**src/rtl/fetch_arbiter_if.sv**
```systemverilog
// ---------------------------------------------------------------------------
// fetch_arbiter_if : bundle of core-side requests, shared-memory port and results
// Rev 1.0
// ---------------------------------------------------------------------------
`default_nettype none

`ifndef DATAWIDTH
`define DATAWIDTH 16
`endif

interface fetch_arbiter_if;
  logic [`DATAWIDTH-1:0] pc;
  logic                  if_req;
  logic                  flush;
  logic                  d_req;
  logic                  d_we;
  logic [`DATAWIDTH-1:0] d_addr;
  logic [`DATAWIDTH-1:0] d_wdata;
  logic                  mem_req;
  logic                  mem_we;
  logic [`DATAWIDTH-1:0] mem_addr;
  logic [`DATAWIDTH-1:0] mem_wdata;
  logic                  mem_ready;
  logic [`DATAWIDTH-1:0] mem_rdata;
  logic [`DATAWIDTH-1:0] instr;
  logic                  instr_valid;
  logic [`DATAWIDTH-1:0] d_rdata;
  logic                  d_done;
  logic                  pcEn;

  modport master (
    input  pc, if_req, flush, d_req, d_we, d_addr, d_wdata, mem_ready, mem_rdata,
    output mem_req, mem_we, mem_addr, mem_wdata, instr, instr_valid, d_rdata, d_done, pcEn
  );

  modport slave (
    output pc, if_req, flush, d_req, d_we, d_addr, d_wdata, mem_ready, mem_rdata,
    input  mem_req, mem_we, mem_addr, mem_wdata, instr, instr_valid, d_rdata, d_done, pcEn
  );
endinterface

`default_nettype wire

```
**src/rtl/fetch_arbiter.sv**
```systemverilog
// ---------------------------------------------------------------------------
// fetch_arbiter : shares one single-port memory between instruction fetch and data access
// Optional macro ARB_FAIR_EN selects round-robin arbitration. Rev 1.0
// ---------------------------------------------------------------------------
`default_nettype none

module fetch_arbiter (
  input  wire logic       clk,
  input  wire logic       rst,
  fetch_arbiter_if.master bus
);

  localparam logic [1:0] S_IDLE = 2'd0;
  localparam logic [1:0] S_IF   = 2'd1;
  localparam logic [1:0] S_DATA = 2'd2;
  localparam logic [1:0] S_DONE = 2'd3;

  logic [1:0]            state_q, state_d;
  logic                  flush_seen_q, flush_seen_d;
  logic                  mem_req_q, mem_req_d;
  logic                  mem_we_q, mem_we_d;
  logic [`DATAWIDTH-1:0] mem_addr_q, mem_addr_d;
  logic [`DATAWIDTH-1:0] mem_wdata_q, mem_wdata_d;
  logic [`DATAWIDTH-1:0] instr_q, instr_d;
  logic [`DATAWIDTH-1:0] d_rdata_q, d_rdata_d;
  logic                  instr_valid_q, instr_valid_d;
  logic                  d_done_q, d_done_d;
  logic                  pcEn_q, pcEn_d;
  logic                  grant_data;
  logic                  grant_fetch;
  logic                  can_grant;

  // A flush seen in S_IDLE only advances pc; no request is granted that cycle.
  assign can_grant = (state_q == S_IDLE) && !bus.flush;

`ifdef ARB_FAIR_EN
  logic last_data_q, last_data_d;

  always_comb begin
    last_data_d = last_data_q;
    if (can_grant && (bus.d_req || bus.if_req)) last_data_d = grant_data;
  end

  always_ff @(posedge clk) begin
    if (rst) last_data_q <= 1'b0;
    else     last_data_q <= last_data_d;
  end

  assign grant_data = bus.d_req && (!bus.if_req || !last_data_q);
`else
  assign grant_data = bus.d_req;
`endif

  assign grant_fetch = bus.if_req && !grant_data;

  always_ff @(posedge clk) begin
    if (rst) begin
      state_q       <= S_IDLE;
      flush_seen_q  <= 1'b0;
      mem_req_q     <= 1'b0;
      mem_we_q      <= 1'b0;
      mem_addr_q    <= '0;
      mem_wdata_q   <= '0;
      instr_q       <= '0;
      d_rdata_q     <= '0;
      instr_valid_q <= 1'b0;
      d_done_q      <= 1'b0;
      pcEn_q        <= 1'b0;
    end else begin
      state_q       <= state_d;
      flush_seen_q  <= flush_seen_d;
      mem_req_q     <= mem_req_d;
      mem_we_q      <= mem_we_d;
      mem_addr_q    <= mem_addr_d;
      mem_wdata_q   <= mem_wdata_d;
      instr_q       <= instr_d;
      d_rdata_q     <= d_rdata_d;
      instr_valid_q <= instr_valid_d;
      d_done_q      <= d_done_d;
      pcEn_q        <= pcEn_d;
    end
  end

  always_comb begin
    state_d      = state_q;
    flush_seen_d = flush_seen_q;
    case (state_q)
      S_IDLE: begin
        flush_seen_d = 1'b0;
        if (can_grant && grant_data)       state_d = S_DATA;
        else if (can_grant && grant_fetch) state_d = S_IF;
      end
      S_IF: begin
        if (bus.flush)     flush_seen_d = 1'b1;
        if (bus.mem_ready) state_d = S_DONE;
      end
      S_DATA: begin
        if (bus.mem_ready) state_d = S_DONE;
      end
      S_DONE:  state_d = S_IDLE;
      default: state_d = S_IDLE;
    endcase
  end

  // Completion pulses are set on entry to S_DONE so they appear while in S_DONE.
  always_comb begin
    mem_req_d     = mem_req_q;
    mem_we_d      = mem_we_q;
    mem_addr_d    = mem_addr_q;
    mem_wdata_d   = mem_wdata_q;
    instr_d       = instr_q;
    d_rdata_d     = d_rdata_q;
    instr_valid_d = 1'b0;
    d_done_d      = 1'b0;
    pcEn_d        = 1'b0;
    case (state_q)
      S_IDLE: begin
        if (bus.flush) begin
          pcEn_d = 1'b1;
        end else if (grant_data) begin
          mem_req_d   = 1'b1;
          mem_we_d    = bus.d_we;
          mem_addr_d  = bus.d_addr;
          mem_wdata_d = bus.d_wdata;
        end else if (grant_fetch) begin
          mem_req_d  = 1'b1;
          mem_we_d   = 1'b0;
          mem_addr_d = bus.pc;
        end
      end
      S_IF: begin
        if (bus.mem_ready) begin
          mem_req_d     = 1'b0;
          instr_d       = bus.mem_rdata;
          instr_valid_d = !(bus.flush || flush_seen_q);
          pcEn_d        = !(bus.flush || flush_seen_q);
        end
      end
      S_DATA: begin
        if (bus.mem_ready) begin
          mem_req_d = 1'b0;
          mem_we_d  = 1'b0;
          if (!mem_we_q) d_rdata_d = bus.mem_rdata;
          d_done_d  = 1'b1;
        end
      end
      default: ;
    endcase
  end

  assign bus.mem_req     = mem_req_q;
  assign bus.mem_we      = mem_we_q;
  assign bus.mem_addr    = mem_addr_q;
  assign bus.mem_wdata   = mem_wdata_q;
  assign bus.instr       = instr_q;
  assign bus.d_rdata     = d_rdata_q;
  assign bus.instr_valid = instr_valid_q;
  assign bus.d_done      = d_done_q;
  assign bus.pcEn        = pcEn_q;

endmodule

`default_nettype wire

```
**src/flat_wrapper.sv**
```systemverilog
// flat-port wrapper written by rule: the top's interface ports become plain ports
module fetch_arbiter_flat 
  (clk, rst, bus_pc, bus_if_req, bus_flush, bus_d_req, bus_d_we, bus_d_addr, bus_d_wdata, bus_mem_ready, bus_mem_rdata, bus_mem_req, bus_mem_we, bus_mem_addr, bus_mem_wdata, bus_instr, bus_instr_valid, bus_d_rdata, bus_d_done, bus_pcEn);
  fetch_arbiter_if bus_i ();
  input  wire logic clk;
  input  wire logic rst;
  input wire logic [$bits(bus_i.pc)-1:0] bus_pc;
  input wire logic [$bits(bus_i.if_req)-1:0] bus_if_req;
  input wire logic [$bits(bus_i.flush)-1:0] bus_flush;
  input wire logic [$bits(bus_i.d_req)-1:0] bus_d_req;
  input wire logic [$bits(bus_i.d_we)-1:0] bus_d_we;
  input wire logic [$bits(bus_i.d_addr)-1:0] bus_d_addr;
  input wire logic [$bits(bus_i.d_wdata)-1:0] bus_d_wdata;
  input wire logic [$bits(bus_i.mem_ready)-1:0] bus_mem_ready;
  input wire logic [$bits(bus_i.mem_rdata)-1:0] bus_mem_rdata;
  output wire logic [$bits(bus_i.mem_req)-1:0] bus_mem_req;
  output wire logic [$bits(bus_i.mem_we)-1:0] bus_mem_we;
  output wire logic [$bits(bus_i.mem_addr)-1:0] bus_mem_addr;
  output wire logic [$bits(bus_i.mem_wdata)-1:0] bus_mem_wdata;
  output wire logic [$bits(bus_i.instr)-1:0] bus_instr;
  output wire logic [$bits(bus_i.instr_valid)-1:0] bus_instr_valid;
  output wire logic [$bits(bus_i.d_rdata)-1:0] bus_d_rdata;
  output wire logic [$bits(bus_i.d_done)-1:0] bus_d_done;
  output wire logic [$bits(bus_i.pcEn)-1:0] bus_pcEn;
  assign bus_i.pc = bus_pc;
  assign bus_i.if_req = bus_if_req;
  assign bus_i.flush = bus_flush;
  assign bus_i.d_req = bus_d_req;
  assign bus_i.d_we = bus_d_we;
  assign bus_i.d_addr = bus_d_addr;
  assign bus_i.d_wdata = bus_d_wdata;
  assign bus_i.mem_ready = bus_mem_ready;
  assign bus_i.mem_rdata = bus_mem_rdata;
  assign bus_mem_req = bus_i.mem_req;
  assign bus_mem_we = bus_i.mem_we;
  assign bus_mem_addr = bus_i.mem_addr;
  assign bus_mem_wdata = bus_i.mem_wdata;
  assign bus_instr = bus_i.instr;
  assign bus_instr_valid = bus_i.instr_valid;
  assign bus_d_rdata = bus_i.d_rdata;
  assign bus_d_done = bus_i.d_done;
  assign bus_pcEn = bus_i.pcEn;
  fetch_arbiter u_core (.clk(clk), .rst(rst), .bus(bus_i));
endmodule
```
**config.mk**
```make
export PLATFORM = sky130hd
export DESIGN_NAME = fetch_arbiter_flat
export DESIGN_NICKNAME = d
export VERILOG_FILES = /design/src/rtl/fetch_arbiter_if.sv /design/src/rtl/fetch_arbiter.sv /design/src/flat_wrapper.sv
export SDC_FILE = /design/constraint.sdc
export NUM_CORES = 1
export LEC_CHECK = 0
export CAP_MARGIN = 20
export CORE_AREA = 2 2 88 90
export CTS_CLUSTER_SIZE = 25
export DETAILED_ROUTE_END_ITERATION = 16
export DIE_AREA = 0 0 90 92
export GPL_ROUTABILITY_DRIVEN = 0
export PLACE_DENSITY = 0.81
export SLEW_MARGIN = 20
export SYNTH_ARGS = -nofsm -noshare
export SYNTH_HDL_FRONTEND = slang
export SYNTH_SLANG_ARGS = --single-unit
```
**constraint.sdc**
```tcl
create_clock -name clk -period 2 [get_ports clk]
set_input_delay 0.3 -clock clk [delete_from_list [all_inputs] [get_ports clk]]
set_output_delay 0.3 -clock clk [all_outputs]
set_load 0.02 [all_outputs]
```
---- Word-level counts from Yosys, hierarchy flattened ----
Cells that the tools add are included.
storage, ports and cells
  register bits after elaboration ......... 72
  latch bits .............................. 0
  RAM bits ................................ 0
  memory bits (read-only) ................. 0
  input port bits ......................... 71
  output and inout port bits .............. 69
  word-level logic and storage cells ...... 69
  memories kept ........................... 0
operators by class
  add/subtract/negate cells ............... 0
  multiply operators ...................... 0
  div/mod/pow operators ................... 0
  $lt $le $gt $ge ......................... 0
  eq/ne operators ......................... 9
  shifts and indexed selects .............. 0
  mux-type cells .......................... 21
  bitwise logic cells ..................... 4
  reduce and logical (&&, ||, !) cells .... 24
operators with widths
  kind                  number
  $mux W16              2
  $mux W1               11
  $reduce_and A3 Y1     3
  $pmux W1 S2           4
  $reduce_and A4 Y1     2
  $reduce_bool A2 Y1    4
  $mux W2               3
  $ne A2 B2 Y1 const B  3
  $pmux W2 S3           1
  $reduce_and A2 Y1     3
  $reduce_or A2 Y1      3
  $eq A2 B2 Y1 const B  2
  $logic_and A1 B1 Y1   4
  $not A1 Y1            4
  $logic_not A1 Y1      3
  $ne A3 B2 Y1 const B  1
  $ne A3 B3 Y1 const B  1
  $eq A2 B1 Y1 const B  1
  $logic_not A2 Y1      1
  $ne A2 B1 Y1 const B  1
  $logic_or A1 B1 Y1    1

---- Depth between registers and ports, before layout ----
Gate-level depths: netlist of the first run.
  depth after elaboration ................. 6
  depth in mapped cells ................... 8
  depth with buffers taken out ............ 6

---- Least setup slack after synthesis of the first run ----
OpenSTA, ideal clock, no wires.
  path type ............................... register to register
  start ................................... reg u_core.state_q[0]
  end ..................................... reg u_core.mem_addr_q[10], in the netlist u_core.bus.mem_addr[10]
  library setup time ...................... 0.080 ns
  arrival time ............................ 1.402 ns
  setup slack ............................. 0.517 ns
  stages on the path, launching flop included .. 8
  buffers on the path ..................... 1
  path through ............................ dfxtp_1 inv_1 ha_1 inv_2 nor3_4 buf_6 nor2_1 a211oi_2
on the way
  longest elaborated chain between the ends .. 2
RTL lines
  what                         line                  text
  start, declared              fetch_arbiter.sv:18   logic [1:0] state_q, state_d;
  start signal, assigned       fetch_arbiter.sv:70   state_q <= state_d;
  $logic_not A2 Y1             fetch_arbiter.sv:116  case (state_q)
  $reduce_and A3 Y1 (no line)  n/a
  end signal, assigned         fetch_arbiter.sv:74   mem_addr_q <= mem_addr_d;
  end, declared                fetch_arbiter.sv:22   logic [`DATAWIDTH-1:0] mem_addr_q, mem_addr_d;
Every way passes these cells.
A chain may end at the register's enable or synchronous reset.

---- Worst setup path after layout of the first run ----
  start ................................... reg u_core.mem_we_q, in the netlist u_core.bus.mem_we
  end ..................................... out bus_mem_we
RTL lines
  what                    line                 text
  start, declared         fetch_arbiter.sv:21  logic mem_we_q, mem_we_d;
  start signal, assigned  fetch_arbiter.sv:73  mem_we_q <= mem_we_d;
  end, declared           flat_wrapper.sv:17   output wire logic [$bits(bus_i.mem_we)-1:0] bus_mem_we;
No word-level cell between the ends.

==> results.py, run 1 <==
metrics = {
    "status": {
        "outcome": "completed",
    },
    "routing": {
        "drcViolationCount": 0,
        "routed_via_density": 4.809,
        "drt_iter0_drc": 98,
        "wl_per_cell_um": 13.91,
        "drt-total-wl_mm": 7.944,
        "ant_nets": 0,
        "num_vias": 2746,
        "drt_pass1_iterations": 4,
    },
    "timing": {
        "fin_crit_ps": 1663,
        "max_freq_mhz": 601.3,
        "rsz0062_at_grt": "no",
        "finalMaxSlewViolations": 0,
        "fin_ws_ps": 337.1,
        "finalCritPeriodShare": 0.8315,
        "finalHoldViolCount": 0,
        "max_slew_margin": 0.5854,
        "worst_clock_skew_ps": 8.291,
        "finalSetupViolCount": 0,
        "timing.setup.tns_ps": 0,
        "worst_slew_pin_slew_ps": 622.0,
    },
    "hold_path": {
        "hold_class": "in -> reg",
    },
    "logic_synthesis": {
        "synth_top_area_frac": 0.5070,
        "syn-instance-count": 327,
        "synth_area_mm2": 0.002843,
        "synth.mux.area_fraction": 0.06690,
        "async_flop_share": 0,
        "synthTopCellsByArea": "dfxtp_1, nand2_1, a21oi_1",
        "yosysTopAreaCell": "dfxtp_1",
        "ys_top_cells_by_count": "nand2_1, dfxtp_1, a21oi_1",
        "synth_top_family_by_area": "simple AND/OR/NAND/NOR gates",
        "synth_flop_cell": "dfxtp_1",
        "synth_edf_count": 0,
        "synth_compound_area_frac": 0.1747,
        "yosys_warnings": 0,
        "yosys.area_share.simple": 0.1897,
        "ys_types": 27,
        "synth_nets": 402,
        "yosys.area_share.adder": 0.01761,
        "yosysMostFrequentCell": "nand2_1",
        "ys_ff_latch": 72,
        "avgSynthCellArea_um2": 8.693,
        "synth-xor-area-share": 0,
        "synth-seq-area-share": 0.5070,
    },
    "floorplanning": {
        "ios": 140,
        "die_h_um": 92,
        "die_w_um": 90,
        "fp-row-count": 32,
        "start_util": 0.3817,
        "core-area_mm2": 0.007447,
        "die_area_mm2": 0.008280,
    },
    "critical_path": {
        "end_kind": "output pin",
        "critical_path_class": "reg -> out",
        "path_max_fanout": 4,
        "critical_path.max_stage_delay_ps": 630,
        "start_kind": "flip-flop",
        "crit_slowest_cell": "clkdlybuf4s50_1",
        "crit_buf_inv": 1,
        "cpLargestDelayFamily": "buffers and inverters",
        "critPathRequiredTime_ps": 1700,
        "crit_chain": "clkdlybuf4s50_1",
        "worst_ep_arrival_time_ps": 1360,
    },
    "layout": {
        "nFillCells": 660,
        "stdcell_count": 571,
        "diodes": 0,
        "layout.nets": 539,
        "area_growth_pct": 59.68,
        "drive_above_1_share": 0.09382,
    },
    "global_route": {
        "grt.overflow.total": 0,
        "grt_pass1_vias": 2716,
        "grt_max_degree": 34,
        "antenna_found_initial": 0,
        "gr-usage-all-layers": 0.1959,
        "grt_pass1_wl_mm": 12.87,
    },
    "clock_network": {
        "post-cts-setup-buffer-count": 0,
        "cts.clk_slew.worst_paths_ps": 80,
        "cts_inserted_buffers": 9,
        "cts_root_buf": "clkbuf_8",
        "clkLatencyLatePin_ps": 350,
        "cts_tree": "built",
        "cts_max_level": 3,
        "cts_resized": 0,
        "postCtsHoldBufs": 0,
        "cts_buffer_depth": 2,
        "cts_sinks": 72,
    },
    "power_and_ir_drop": {
        "power.density_mw_per_mm2": 1016,
        "vdd_drop_max_v": 0.0005230,
        "swShare": 0.3427,
        "sequentialPowerShare": 0.387,
        "p_sw_uw": 1580,
        "p_leak_uw": 0.001644,
        "power_frac_comb": 0.357,
        "p_int_uw": 3031,
        "clockPowerShare": 0.256,
    },
    "placed_design": {
        "place_inst": 555,
        "dpl_worst_slack_ps": 206.5,
        "hpwl_mm": 5.919,
        "io_buffers": 139,
    },
    "job": {
        "max_cap_violations": 0,
    },
}
## layout by cell type (no fill, tap or decap), types with 2 or more instances in the layout
| cell | instances |
|---|---|
| nand2_1 | 99 |
| clkbuf_8 | 9 |
| a211oi_2 | 14 |
| a211oi_1 | 4 |
| buf_12 | 2 |
| clkinvlp_4 | 2 |
| ha_1 | 4 |
| nand2b_1 | 2 |
| nor2_1 | 24 |
| clkdlybuf4s50_1 | 138 |
| a21oi_1 | 52 |
| clkinv_4 | 2 |
| buf_4 | 7 |
| inv_1 | 2 |
| mux2i_1 | 19 |
| dfxtp_1 | 72 |
| and3b_1 | 2 |
| inv_6 | 2 |
## flip-flops by register name, summed over array words and instances, names as in the netlist
signal	cells
u_core.flush_seen_q	1
u_core.bus.mem_we	1
u_core.bus.mem_wdata	16
u_core.bus.mem_req	1
u_core.bus.d_done	1
u_core.bus.d_rdata	16
u_core.bus.instr	16
u_core.bus.instr_valid	1
u_core.bus.pcEn	1
u_core.state_q	2
u_core.bus.mem_addr	16
## power groups by stage
stage          sequential [uW]  clock [uW]  combinational, uW
6_report                  1780        1180               1650
5_1_grt                   1810        1270               1790
4_1_cts                   1790        1210               1670
3_5_place_dp              1820           0               1660
3_3_place_gp              1810           0               1620
2_1_floorplan             2060           0                685
## layout make-up
cell class,count,area [um^2],share of cell area
Clock buffer,9,123.9,0.02729
Inverter,3,11.26,0.002481
Clock inverter,7,80.08,0.01764
Sequential cell,72,1441,0.3175
Tap cell,102,127.6,0.02811
Timing Repair Buffer,148,1479,0.3258
Multi-Input combinational cell,230,1276,0.2811
## cells by family after synthesis
kind of cell    Yosys count
buf+inv                  25
mux                      19
compound gates           74
simple gates            133
fa+ha+maj                 4
flops                    72
## per-stage QoR
stage / instance area [um^2] / util / total power (uW) / hold slack (ps)
after floorplan: 2843 / - / 2748 / 378.7
after global placement: 4335 / 0.5822 / 3429 / 437.6
after detailed placement: 4335 / 0.5822 / 3483 / 447.7
after CTS: 4539 / 0.6095 / 4667 / 432.2
after global routing: 4539 / 0.6095 / 4874 / 466.1
final: 4539 / 0.6095 / 4611 / 443.1
## path summary, 6_finish.rpt
| path | startpoint | to | slack, ps | cells after the start |
|---|---|---|---|---|
| worst max register to register | u_core.state_q[0] | u_core.bus.mem_addr[15] | 350 | 7 |
| worst min-delay path | rst | u_core.bus.pcEn | 440 | 2 |
| worst min register to register | u_core.bus.d_rdata[11] | u_core.bus.d_rdata[11] | 460 | 2 |
| worst max-delay path | u_core.bus.mem_we | bus_mem_we | 340 | 1 |
## per-layer routing
metal / global-route usage / part of all wire / vias to the layer above
met3: 0.07806 / 0.094 / 16
met4: 0.08590 / 0.021 / 0
met1: 0.2100 / 0.42 / 1256
li1: - / - / 1367
met2: 0.3415 / 0.47 / 107
met5: 0 / 0 / -
No activity file was read; power rests on OpenSTA's default activity.
==> run 2: changes to the inputs <==
Settings changed: CORE_AREA 2 2 88 90 to 2 2 92 94, DIE_AREA 0 0 90 92 to 0 0 94 96, PLACE_DENSITY 0.81 to 0.78.
Clock period 2 ns to 1.5 ns, I/O delays scaled along.
==> run 2 against run 1 <==
Compared with the run above:
- clock-buffer cell count rose by 3
- largest power group unchanged
- clock skew shrank 1.2 ps
- final area increased by 4.1%
- combinational power up 43%
- non-clock buffer count up 16
==> results.py, run 2 (synthesis results as in run 1) <==
metrics = {
    "status": {
        "outcome": "completed",
    },
    "clock_network": {
        "cts_sinks": 72,
        "clkLatencyLatePin_ps": 340,
        "cts_tree": "built",
        "cts_inserted_buffers": 9,
        "cts.clk_slew.worst_paths_ps": 80,
        "cts_max_level": 3,
        "cts_root_buf": "clkbuf_8",
        "cts_buffer_depth": 2,
    },
    "critical_path": {
        "cpLargestDelayFamily": "buffers and inverters",
        "critical_path_class": "reg -> reg",
        "critical_path.max_stage_delay_ps": 340,
        "worst_ep_arrival_time_ps": 1680,
        "crit_buf_inv": 3,
        "crit_slowest_cell": "dfxtp_2",
        "crit_chain": "inv_2 -> ha_2 -> buf_4 -> and3b_2 -> buf_12 -> nand2_1 -> a21oi_1",
        "end_kind": "flip-flop",
        "path_max_fanout": 16,
        "critPathRequiredTime_ps": 1760,
        "start_kind": "flip-flop",
    },
    "timing": {
        "worst_slew_pin_slew_ps": 377.4,
        "timing.setup.tns_ps": 0,
        "max_slew_margin": 0.7479,
        "finalCritPeriodShare": 0.9425,
        "finalMaxSlewViolations": 0,
        "finalSetupViolCount": 0,
        "worst_clock_skew_ps": 7.045,
        "max_freq_mhz": 707.4,
        "fin_crit_ps": 1414,
        "finalHoldViolCount": 0,
        "fin_hold_ws_ps": 240.6,
    },
    "layout": {
        "final_common_cell": "nand2_1",
        "layout.nets": 555,
        "area_growth_pct": 66.15,
        "diodes": 0,
        "final_area_mm2": 0.004723,
        "final_cell_mix": "nand2_1, dfxtp_1, clkdlybuf4s50_1, dlygate4sd2_1, a21oi_1",
        "stdcell_count": 589,
        "drive_above_1_share": 0.1426,
    },
    "routing": {
        "drt-total-wl_mm": 8.174,
        "drt_pass1_iterations": 4,
        "num_vias": 2782,
        "routed_via_density": 4.723,
        "drt_iter0_drc": 35,
        "wl_per_cell_um": 13.88,
        "drcViolationCount": 0,
        "ant_nets": 0,
    },
    "placed_design": {
        "io_buffers": 139,
        "dpl_cell_area_mm2": 0.004487,
        "hpwl_mm": 5.841,
        "place_inst": 571,
    },
    "floorplanning": {
        "start_util": 0.3531,
        "die_h_um": 96,
        "die_w_um": 94,
        "fp-row-count": 33,
        "core-area_mm2": 0.008051,
        "die_area_mm2": 0.009024,
        "ios": 140,
    },
    "global_route": {
        "grt.overflow.total": 0,
        "grt_max_degree": 40,
        "grt_pass1_vias": 2793,
        "gr-usage-all-layers": 0.1786,
        "antenna_found_initial": 0,
        "grt_pass1_wl_mm": 12.70,
    },
    "power_and_ir_drop": {
        "p_int_uw": 4217,
        "clockPowerShare": 0.250,
        "vdd_drop_max_v": 0.0007606,
        "swShare": 0.3310,
        "p_leak_uw": 0.002116,
        "power.density_mw_per_mm2": 1335,
        "power_frac_comb": 0.374,
        "p_sw_uw": 2086,
        "sequentialPowerShare": 0.376,
    },
    "hold_path": {
        "hold_class": "in -> reg",
    },
    "job": {
        "max_cap_violations": 0,
    },
}
## run 2: cell count changes in the layout (fill, tap and decap cells not counted), sizes merged
cell,previous run,this run
clkdlybuf4s50,138,69
dlymetal6s2s,0,3
dlygate4sd2,0,66
clkinvlp,2,0
buf,10,24
inv,5,3
clkbuf,9,14
## run 2: cell type report
cell class	count	area, um^2
inverter	3	11.26
sequential	72	1444
multi-input combinational	230	1306
tap	105	131.4
timing repair buffer	164	1625
clock buffer	12	165.2
fill	755	3328
clock inverter	3	40.04
## run 2: worst register-to-register path, cell delays in order (launching register included)
cell and delay [ps]:
dfxtp_2 340, inv_2 70, ha_2 180, buf_4 150, and3b_2 250, buf_12 150
nand2_1 80, a21oi_1 120
## run 2: what timing repair did
| action | 4_1_cts | 5_1_grt |
|---|---|---|
| cloned | 0 | 2 |
| endpoints found under the setup margin | 68 | 50 |
| gates resized for setup | 68 | 14 |
| pin swaps | 0 | 1 |
| endpoints found under the hold margin | 0 | 0 |
| hold buffers | 0 | 0 |
| setup buffers | 0 | 1 |
## run 2: stage by stage
stage                     setup slack [ps]  utilization  power [uW]
after detailed placement            -164.4       0.5573        4813
after global placement              -91.57       0.5573        4745
after CTS                         0.007438       0.5730        6210
final                                86.31       0.5866        6303
after floorplan                      17.31            -        3664
after global routing               -0.1417       0.5866        6683
## run 2: layer usage
metal / up-vias / global-route usage / routed length [um]
li1: 1389 / - / -
met1: 1290 / 0.1891 / 3212
met2: 96 / 0.3208 / 4078
met3: 7 / 0.07753 / 806
met4: 0 / 0.05556 / 77
met5: - / 0 / 0
## run 2: power groups by stage
stage,sequential [uW],clock (uW),combinational [uW]
after floorplan,2750,0,914
after global placement,2410,0,2340
after detailed placement,2420,0,2390
after CTS,2370,1620,2220
after global routing,2410,1710,2570
final,2370,1580,2360
## run 2: final timing paths
| check | cells after the start | to | from | slack [ps] |
|---|---|---|---|---|
| setup / recovery | 7 | u_core.bus.mem_wdata[15] | u_core.state_q[1] | 90 |
| hold / removal | 2 | u_core.bus.mem_we | rst | 240 |
| setup reg to reg | 7 | u_core.bus.mem_wdata[15] | u_core.state_q[1] | 90 |
| hold reg to reg | 1 | u_core.bus.instr_valid | u_core.flush_seen_q | 440 |
